<file path="src/rtl/muladd_m.sv">
// Sequential unsigned multiply-add p = a*b + c, one multiplier bit per clock.
// Optional `ovf` output (high half of p non-zero) is compiled in with MULADD_OVF_EN.
module muladd_m #(
    parameter int DW = 8
) (
    input  logic            clk,
    input  logic            rst,
    input  logic            start,
    output logic            ready,
    input  logic [DW-1:0]   a,
    input  logic [DW-1:0]   b,
    input  logic [DW-1:0]   c,
    output logic [2*DW-1:0] p
`ifdef MULADD_OVF_EN
    ,
    output logic            ovf
`endif
);

    localparam int CW = $clog2(DW);

    typedef enum logic {
        IDLE = 1'b0,
        BUSY = 1'b1
    } state_t;

    state_t          state_q, state_d;
    logic [2*DW-1:0] mcand_q, mcand_d;
    logic [DW-1:0]   mplier_q, mplier_d;
    logic [2*DW-1:0] acc_q, acc_d;
    logic [CW-1:0]   cnt_q, cnt_d;
    logic [2*DW-1:0] p_q, p_d;
    logic [2*DW-1:0] sum;
`ifdef MULADD_OVF_EN
    logic            ovf_q, ovf_d;
`endif

    // Accumulator after folding in the current multiplier bit
    assign sum = acc_q + (mplier_q[0] ? mcand_q : '0);

    always_comb begin
        state_d  = state_q;
        mcand_d  = mcand_q;
        mplier_d = mplier_q;
        acc_d    = acc_q;
        cnt_d    = cnt_q;
        p_d      = p_q;
`ifdef MULADD_OVF_EN
        ovf_d    = ovf_q;
`endif
        case (state_q)
            IDLE: begin
                if (start) begin
                    mcand_d  = {{DW{1'b0}}, a};
                    mplier_d = b;
                    acc_d    = {{DW{1'b0}}, c};
                    cnt_d    = '0;
                    state_d  = BUSY;
                end
            end
            BUSY: begin
                acc_d    = sum;
                mcand_d  = mcand_q << 1;
                mplier_d = mplier_q >> 1;
                cnt_d    = cnt_q + CW'(1);
                if (cnt_q == CW'(DW - 1)) begin
                    p_d     = sum;
`ifdef MULADD_OVF_EN
                    ovf_d   = |sum[2*DW-1:DW];
`endif
                    cnt_d   = '0;
                    state_d = IDLE;
                end
            end
            default: state_d = IDLE;
        endcase
    end

    always_ff @(posedge clk) begin
        if (rst) begin
            state_q  <= IDLE;
            mcand_q  <= '0;
            mplier_q <= '0;
            acc_q    <= '0;
            cnt_q    <= '0;
            p_q      <= '0;
`ifdef MULADD_OVF_EN
            ovf_q    <= 1'b0;
`endif
        end else begin
            state_q  <= state_d;
            mcand_q  <= mcand_d;
            mplier_q <= mplier_d;
            acc_q    <= acc_d;
            cnt_q    <= cnt_d;
            p_q      <= p_d;
`ifdef MULADD_OVF_EN
            ovf_q    <= ovf_d;
`endif
        end
    end

    assign ready = (state_q == IDLE);
    assign p     = p_q;
`ifdef MULADD_OVF_EN
    assign ovf   = ovf_q;
`endif

endmodule

</file>
<file path="config.mk">
export PLATFORM = sky130hd
export DESIGN_NAME = muladd_m
export DESIGN_NICKNAME = d
export VERILOG_FILES = /design/src/rtl/muladd_m.sv
export SDC_FILE = /design/constraint.sdc
export NUM_CORES = 1
export LEC_CHECK = 0
export CAP_MARGIN = 30
export CORE_MARGIN = 5
export CORE_UTILIZATION = 35
export DETAILED_ROUTE_END_ITERATION = 7
export HOLD_SLACK_MARGIN = 0.12
export SYNTH_ARGS = -nofsm -noshare
export SYNTH_HDL_FRONTEND = slang
export SYNTH_SLANG_ARGS = --single-unit
export TNS_END_PERCENT = 30
</file>
<file path="constraint.sdc">
create_clock -name clk -period 2.9 [get_ports clk]
set_input_delay 0.435 -clock clk [delete_from_list [all_inputs] [get_ports clk]]
set_output_delay 0.435 -clock clk [all_outputs]
set_load 0.1 [all_outputs]
</file>
# Word level (Yosys, flattened, before mapping)
# Index checks and enable logic that the tools add are counted.
[word_totals] regBits=60 elab_cells=25 output_inout_bits=17 input_bits=27
[op_classes] bitwise_logic=1 mux=13 eq_ne=2 add_sub_neg=2 n_reduce_logical=1
[ops] operator="$pmux 16 s2" n=2
[ops] operator="$mux 16" n=3
[ops] operator="$add 16x16->16" n=1
[ops] operator="$pmux 8 s2" n=1
[ops] operator="$mux 8" n=1
[ops] operator="$mux 3" n=2
[ops] operator="$pmux 3 s2" n=1
[ops] operator="$add 3x1->3 const B" n=1
[ops] operator="$eq 3x3->1 const B" n=1
[ops] operator="$mux 1" n=2
[ops] operator="$ne 2x2->1 const B" n=1
[ops] operator="$pmux 1 s2" n=1
[ops] operator="$reduce_and 2->1" n=1
[ops] operator="$not 1->1" n=1

# Longest topological paths before layout
# Gate-level depths: netlist (run 1).
[logic_depth] depth_word=3 mapped_depth=9 ltp_nobuf=8

# Worst setup path before layout (run 1)
# Ideal clock, no wire load.
[synth_timing] path_type="reg-to-reg" from="register mplier_q[0]" to="register p_q[8] (netlist: p[8])" t_required_ns=2.778 n_path_buf=1 period_less_slack_ns=2.449 stages_incl_launch_ff=10 setup_time_ns=0.122 setup_slack_ns=0.451 arrival_time_ns=2.327 path_cell_list="dfxtp_1 clkbuf_1 and2_1 ha_1 fa_1 a21oi_1 o211ai_4 a31oi_1 nor4_1 a311o_1"
[synth_via] elab_chain_len=2
[synth_lines] element="from (decl)" line="29" text="logic [DW-1:0] mplier_q, mplier_d;"
[synth_lines] element="from (signal assigned)" line="93" text="mplier_q <= mplier_d;"
[synth_lines] element="$mux 16" line="39" text="assign sum = acc_q + (mplier_q[0] ? mcand_q : '0);"
[synth_lines] element="$add 16x16->16" line="39"
[synth_lines] element="to (signal assigned)" line="96" text="p_q <= p_d;"
[synth_lines] element="to (decl)" line="32" text="logic [2*DW-1:0] p_q, p_d;"
# Every way passes these cells.
# A chain may end at the register's enable or synchronous reset.

# Final worst setup path (run 1)
# Same ends and word-level chain as after synthesis.

==> results of run 1 <==
==> cell type report <==
class	instances	area, um2
fill	1036	5520
multi-input combinational	328	2130
sequential	60	1200
timing repair buffer	51	438
tap	133	166
clock buffer	9	124
clock inverter	7	124
inverter	8	30.0
==> report_power, final <==
| group | internal (mW) | leakage, nW | switching (mW) |
|---|---|---|---|
| Sequential | 0.851 | 0.488 | 0.0210 |
| Combinational | 0.0964 | 1.10 | 0.133 |
| Clock | 0.576 | 0.120 | 0.367 |
| Total | 1.52 | 1.70 | 0.522 |
==> timing repair <==
action	CTS	global route
gates resized for setup	0	1
setup endpoints to repair	0	1
hold endpoints to repair	0	0
buffers inserted	0	0
==> cell families (layout without fill, tap and decap cells) <==
group	after synthesis	after routing	share of synthesized area, %
AOI/OAI and AO/OA	113	113	21.7
muxes	26	26	7.56
DFF	60	60	34.6
buffers and inverters	37	75	4.39
adders and majority gates	18	18	6.70
xor gates and xnor gates	8	8	2.02
and+or+nand+nor	163	163	23.1
==> metal layers <==
metal | global-route usage [%] | share of wire (%)
met1 | 19.7 | 46
met2 | 25.5 | 48
met3 | 4.17 | 4.6
met4 | 6.59 | 1.8
met5 | 0 | 0
==> sequential cells by signal, summed over array words and instances, names as in the netlist <==
name,cells
acc_q,16
cnt_q,3
mcand_q,16
mplier_q,8
p,16
state_q,1
==> synthesized netlist by cell type (all sizes together) (2+ instances only) <==
cell type	instances
a2111oi	2
a211oi	11
a21oi	47
a311o	3
a31oi	7
a32o	3
a32oi	3
and2	18
and3	2
and4	3
buf	18
clkbuf	11
dfxtp	60
ha	17
inv	8
mux2	2
mux2i	24
nand2	25
nand2b	3
nand3	12
nand4	6
nor2	65
nor2b	3
nor3	5
nor3b	10
nor4	4
o211ai	3
o21a	5
o21ai	16
o31ai	4
or3	4
or4	2
xnor2	4
xor2	4
==> worst register-to-register path, delay by kind of cell (launching register included) <==
kind / cells / cell delay, ps
and+or+nand+nor: 2 / 300
adders and majority gates: 2 / 620
DFF: 1 / 450
AOI/OAI and AO/OA: 4 / 1090
==> path summary, 6_finish.rpt <==
kind | startpoint | end | slack (ps) | cells past startpoint
worst min-delay path | p[0]$_SDFFE_PP0P_ | p[0]$_SDFFE_PP0P_ | 460 | 2
worst min register to register | p[0]$_SDFFE_PP0P_ | p[0]$_SDFFE_PP0P_ | 460 | 2
worst max-delay path | mplier_q[0]$_SDFFE_PP0P_ | p[8]$_SDFFE_PP0P_ | 330 | 8
worst max register to register | mplier_q[0]$_SDFFE_PP0P_ | p[8]$_SDFFE_PP0P_ | 330 | 8
==> results.toml, run 1 <==
[die]
dieArea_um2 = 12000
core_area_um2 = 9730
die_w_um = 110
num_rows = 36
die_h_um = 110
initial_core_util_pct = 35.7
ios = 44

[layout]
drive_above_1_share_pct = 11.9
final_common_cell = "nor2_1"
fin_util_pct = 43.3
num_antenna_cells = 0
instances_no_fill = 596
mostFrequentLayoutCells = "65 x nor2_1, 59 x dfxtp_1, 42 x a21oi_1"
area_growth_pct = 21.1
design_area_um2 = 4210
nets = 503

[global_route]
grt_antenna_before_repair = 0
grt_pass1_wl_mm = 14.9
grt_pass1_vias = 3077
grt_overflow_total = 0
track_usage_pct = 15.7
grt_max_degree = 51

[cts]
cts_inserted_buffers = 9
cts_num_sinks = 60
cts_root_buf = "clkbuf_8"
clock_latency_ps = 350
cts_buffer_depth = 2
cts_tree = "built"
clk_pin_slew_ps = 70
cts-hold-fix-buffers = 0
h-tree-depth = 3

[route]
vias_per_cell = 5.30
drt_iter0_drc = 199
vias = 3161
first_pass_iters = 5
drc_errors = 0
wl_per_cell_um = 14.8
routed_wl_mm = 8.85
postRouteAntennaNets = 0

[sta]
fmax_mhz = 389
drv_slew = 0
finClkSkew_ps = 8.63
finalHoldViolations = 0
worst_pin_slew_ps = 614
whs_ps = 459
relSlewSlack_pct = 58.8
setup_viol = 0
timing.final.ws_setup_ps = 329
final.period_utilization_pct = 88.7
rsz0062_at_grt = "false"
fin_crit_ps = 2570
fin_setup_tns_ps = 0

[hold_path]
hold_path_class = "register to register"

[synthesis]
synth_nets = 470
synth_top_cell_by_area = "dfxtp_1"
postSynthAreaPerCell_um2 = 8.18
synth_seq_cells = 60
synth_edf_count = 0
async_flop_share_pct = 0
synth_area_leaders = "dfxtp_1 35%, nor2_1 7.0%, mux2i_1 6.9%, a21oi_1 6.2%, ha_1 6.1%"
yosysSeqAreaShare_pct = 34.6
synth_top_area_share_pct = 34.6
syn_area_um2 = 3480
ys.flop_type = "dfxtp_1"
ys_warn_count = 0
syn_inst = 425
ys_types = 53

[critical_path]
crit_arrival_ps = 2810
worst-path-max-fanout = 17
max_stage_delay_ps = 450
crit_chain = "and2_1, ha_1, fa_1, a21oi_2, o211ai_4, a31oi_1, nor4_1, a311o_1"
path_buf_inv = 0
path_delay_family = "compound AO/OA/AOI/OAI gates"
worst_ep_required_time_ps = 3130
cp-end-kind = "register"
path_class = "register to register"
cp_slowest_cell = "dfxtp_1"
cp-start-kind = "register"

[placement]
place_congestion = 0.905
dpl-instance-area_um2 = 3960
dp_slack_ps = 242
dp.cells = 580
dp_hpwl_mm = 6.46
port_buffers = 43

[power]
vdd_drop_max_v = 0.000311
finalPower_mw = 2.05
powerDensity_nw_per_um2 = 486
leakage_nw = 1.70

[job]
max_cap_violations = 0

[status]
outcome = "complete, no violations"
Power figures use the tool's default switching activity.
==> run 2: changes to the inputs <==
--- a/config.mk
+++ b/config.mk
@@ -7,9 +7,10 @@
 export LEC_CHECK = 0
 export CAP_MARGIN = 30
 export CORE_MARGIN = 5
-export CORE_UTILIZATION = 35
+export CORE_UTILIZATION = 56
 export DETAILED_ROUTE_END_ITERATION = 7
 export HOLD_SLACK_MARGIN = 0.12
+export PLACE_DENSITY = 0.81
 export SYNTH_ARGS = -nofsm -noshare
 export SYNTH_HDL_FRONTEND = slang
 export SYNTH_SLANG_ARGS = --single-unit
==> results.toml, run 2 (same netlist as run 1, synthesis figures left out) <==
[route]
drc_errors = 0
routed.top_layer = "met4"
routed_wl_mm = 8.42
m1WireLength_mm = 3.74
first_pass_iters = 4
wl_per_cell_um = 15.7
drt_iter0_drc = 253
route.met2.wl_mm = 4.04
wl_met3_um = 498
postRouteAntennaNets = 0
vias = 3215
vias_per_cell = 6.00

[global_route]
track_usage_pct = 22.5
grt_antenna_before_repair = 0
grt_pass1_wl_mm = 13.9
grt_overflow_total = 0
grt_pass1_vias = 3003
grt_max_degree = 51

[critical_path]
path_delay_family = "compound AO/OA/AOI/OAI gates"
r2r_slack_ps = 230
max_stage_delay_ps = 430
r2r_cells = 8
rr_endpoint = "p[8]$_SDFFE_PP0P_"
path_buf_inv = 0
cp-end-kind = "register"
cp_slowest_cell = "dfxtp_1"
worst_ep_required_time_ps = 3130
timing.rr.start = "mplier_q[0]$_SDFFE_PP0P_"
cp-start-kind = "register"
crit_chain = "and2_1, ha_1, fa_1, a21oi_1, o211ai_4, a31oi_1, nor4_1, a311o_1"
worst-path-max-fanout = 17
path_class = "register to register"
crit_end = "p[8]$_SDFFE_PP0P_"
crit_arrival_ps = 2890
crit_cells = 8
crit_start = "mplier_q[0]$_SDFFE_PP0P_"

[sta]
fin_setup_tns_ps = 0
drv_slew = 0
relSlewSlack_pct = 61.6
final.period_utilization_pct = 92.0
rsz0062_at_grt = "false"
finClkSkew_ps = 7.49
timing.final.ws_setup_ps = 233
finalHoldViolations = 0
worst_pin_slew_ps = 570
fmax_mhz = 375
setup_viol = 0
fin_crit_ps = 2670

[power]
leakage_nw = 1.66
powerDensity_nw_per_um2 = 430
finalPower_mw = 1.73
vdd_drop_max_v = 0.000357

[placement]
port_buffers = 43
dp.cells = 521
place_congestion = 0.901
dp_hpwl_mm = 6.03
dp_slack_ps = 250

[cts]
cts_inserted_buffers = 9
h-tree-depth = 3
clk_pin_slew_ps = 60
post_cts_buffers = 0
cts_root_buf = "clkbuf_8"
cts_buffer_depth = 2
postCtsResizedCells = 0
cts_num_sinks = 60
cts_tree = "built"
clock_latency_ps = 340
cts-hold-fix-buffers = 0

[layout]
fillers = 497
drive_above_1_share_pct = 11.3
num_antenna_cells = 0
nets = 502
final_common_cell = "nor2_1"
instances_no_fill = 536
area_growth_pct = 16.1
mostFrequentLayoutCells = "65 x nor2_1, 59 x dfxtp_1, 43 x a21oi_1"

[die]
die_w_um = 88.8
ios = 44
core_area_um2 = 5990
num_rows = 28
die_h_um = 88.8
dieArea_um2 = 7880
initial_core_util_pct = 58.0

[status]
outcome = "complete, no violations"

[job]
max_cap_violations = 0

[hold_path]
hold_path_class = "register to register"
==> run 2: layout make-up <==
class	instances	area (um2)	area share, %
sequential	60	1200	29.8
clock buffer	9	124	3.07
tap	75	93.8	2.33
multi-input combinational	328	2120	52.6
clock inverter	6	32.5	0.806
timing repair buffer	50	430	10.7
inverter	8	30.0	0.744
==> run 2: metrics by stage <==
stage               util, %  hold slack, ps  cell area, um2
global placement       64.7             447            3880
detailed placement     64.7             452            3880
CTS                    67.4             461            4040
floorplan                 -             432            3480
finish                 67.4             459            4040
global route           67.4             489            4040
==> run 2: power breakdown <==
part	internal (mW)	total, mW	switching [mW]
clock	0.297	0.633	0.336
combinational	0.0958	0.221	0.125
sequential	0.852	0.880	0.0280
total	1.24	1.73	0.490
==> run 2: worst register-to-register path: cells and delay by family, from the launching register on <==
kind	cells	cell delay (ps)
AO/OA/AOI/OAI	4	1210
adder cells (fa/ha/maj)	2	620
flip-flops	1	430
AND/OR/NAND/NOR	2	300
==> run 2: worst min-delay path by stage <==
stage | endpoint | slack, ps | depth (start not counted) | start
floorplan | acc_q[10]$_SDFFE_PP0P_ | 430 | 2 | acc_q[10]$_SDFFE_PP0P_
global placement | p[1]$_SDFFE_PP0P_ | 450 | 2 | p[1]$_SDFFE_PP0P_
detailed placement | p[6]$_SDFFE_PP0P_ | 450 | 2 | p[6]$_SDFFE_PP0P_
CTS | p[6]$_SDFFE_PP0P_ | 460 | 2 | p[6]$_SDFFE_PP0P_
global route | p[6]$_SDFFE_PP0P_ | 490 | 2 | p[6]$_SDFFE_PP0P_
finish | p[0]$_SDFFE_PP0P_ | 460 | 2 | p[0]$_SDFFE_PP0P_
==> run 2: metal layers <==
layer | up-vias | track usage [%]
met5 | - | 0
li1 | 1604 | -
met1 | 1500 | 28.9
met2 | 97 | 37.7
met3 | 14 | 3.54
met4 | 0 | 8.79
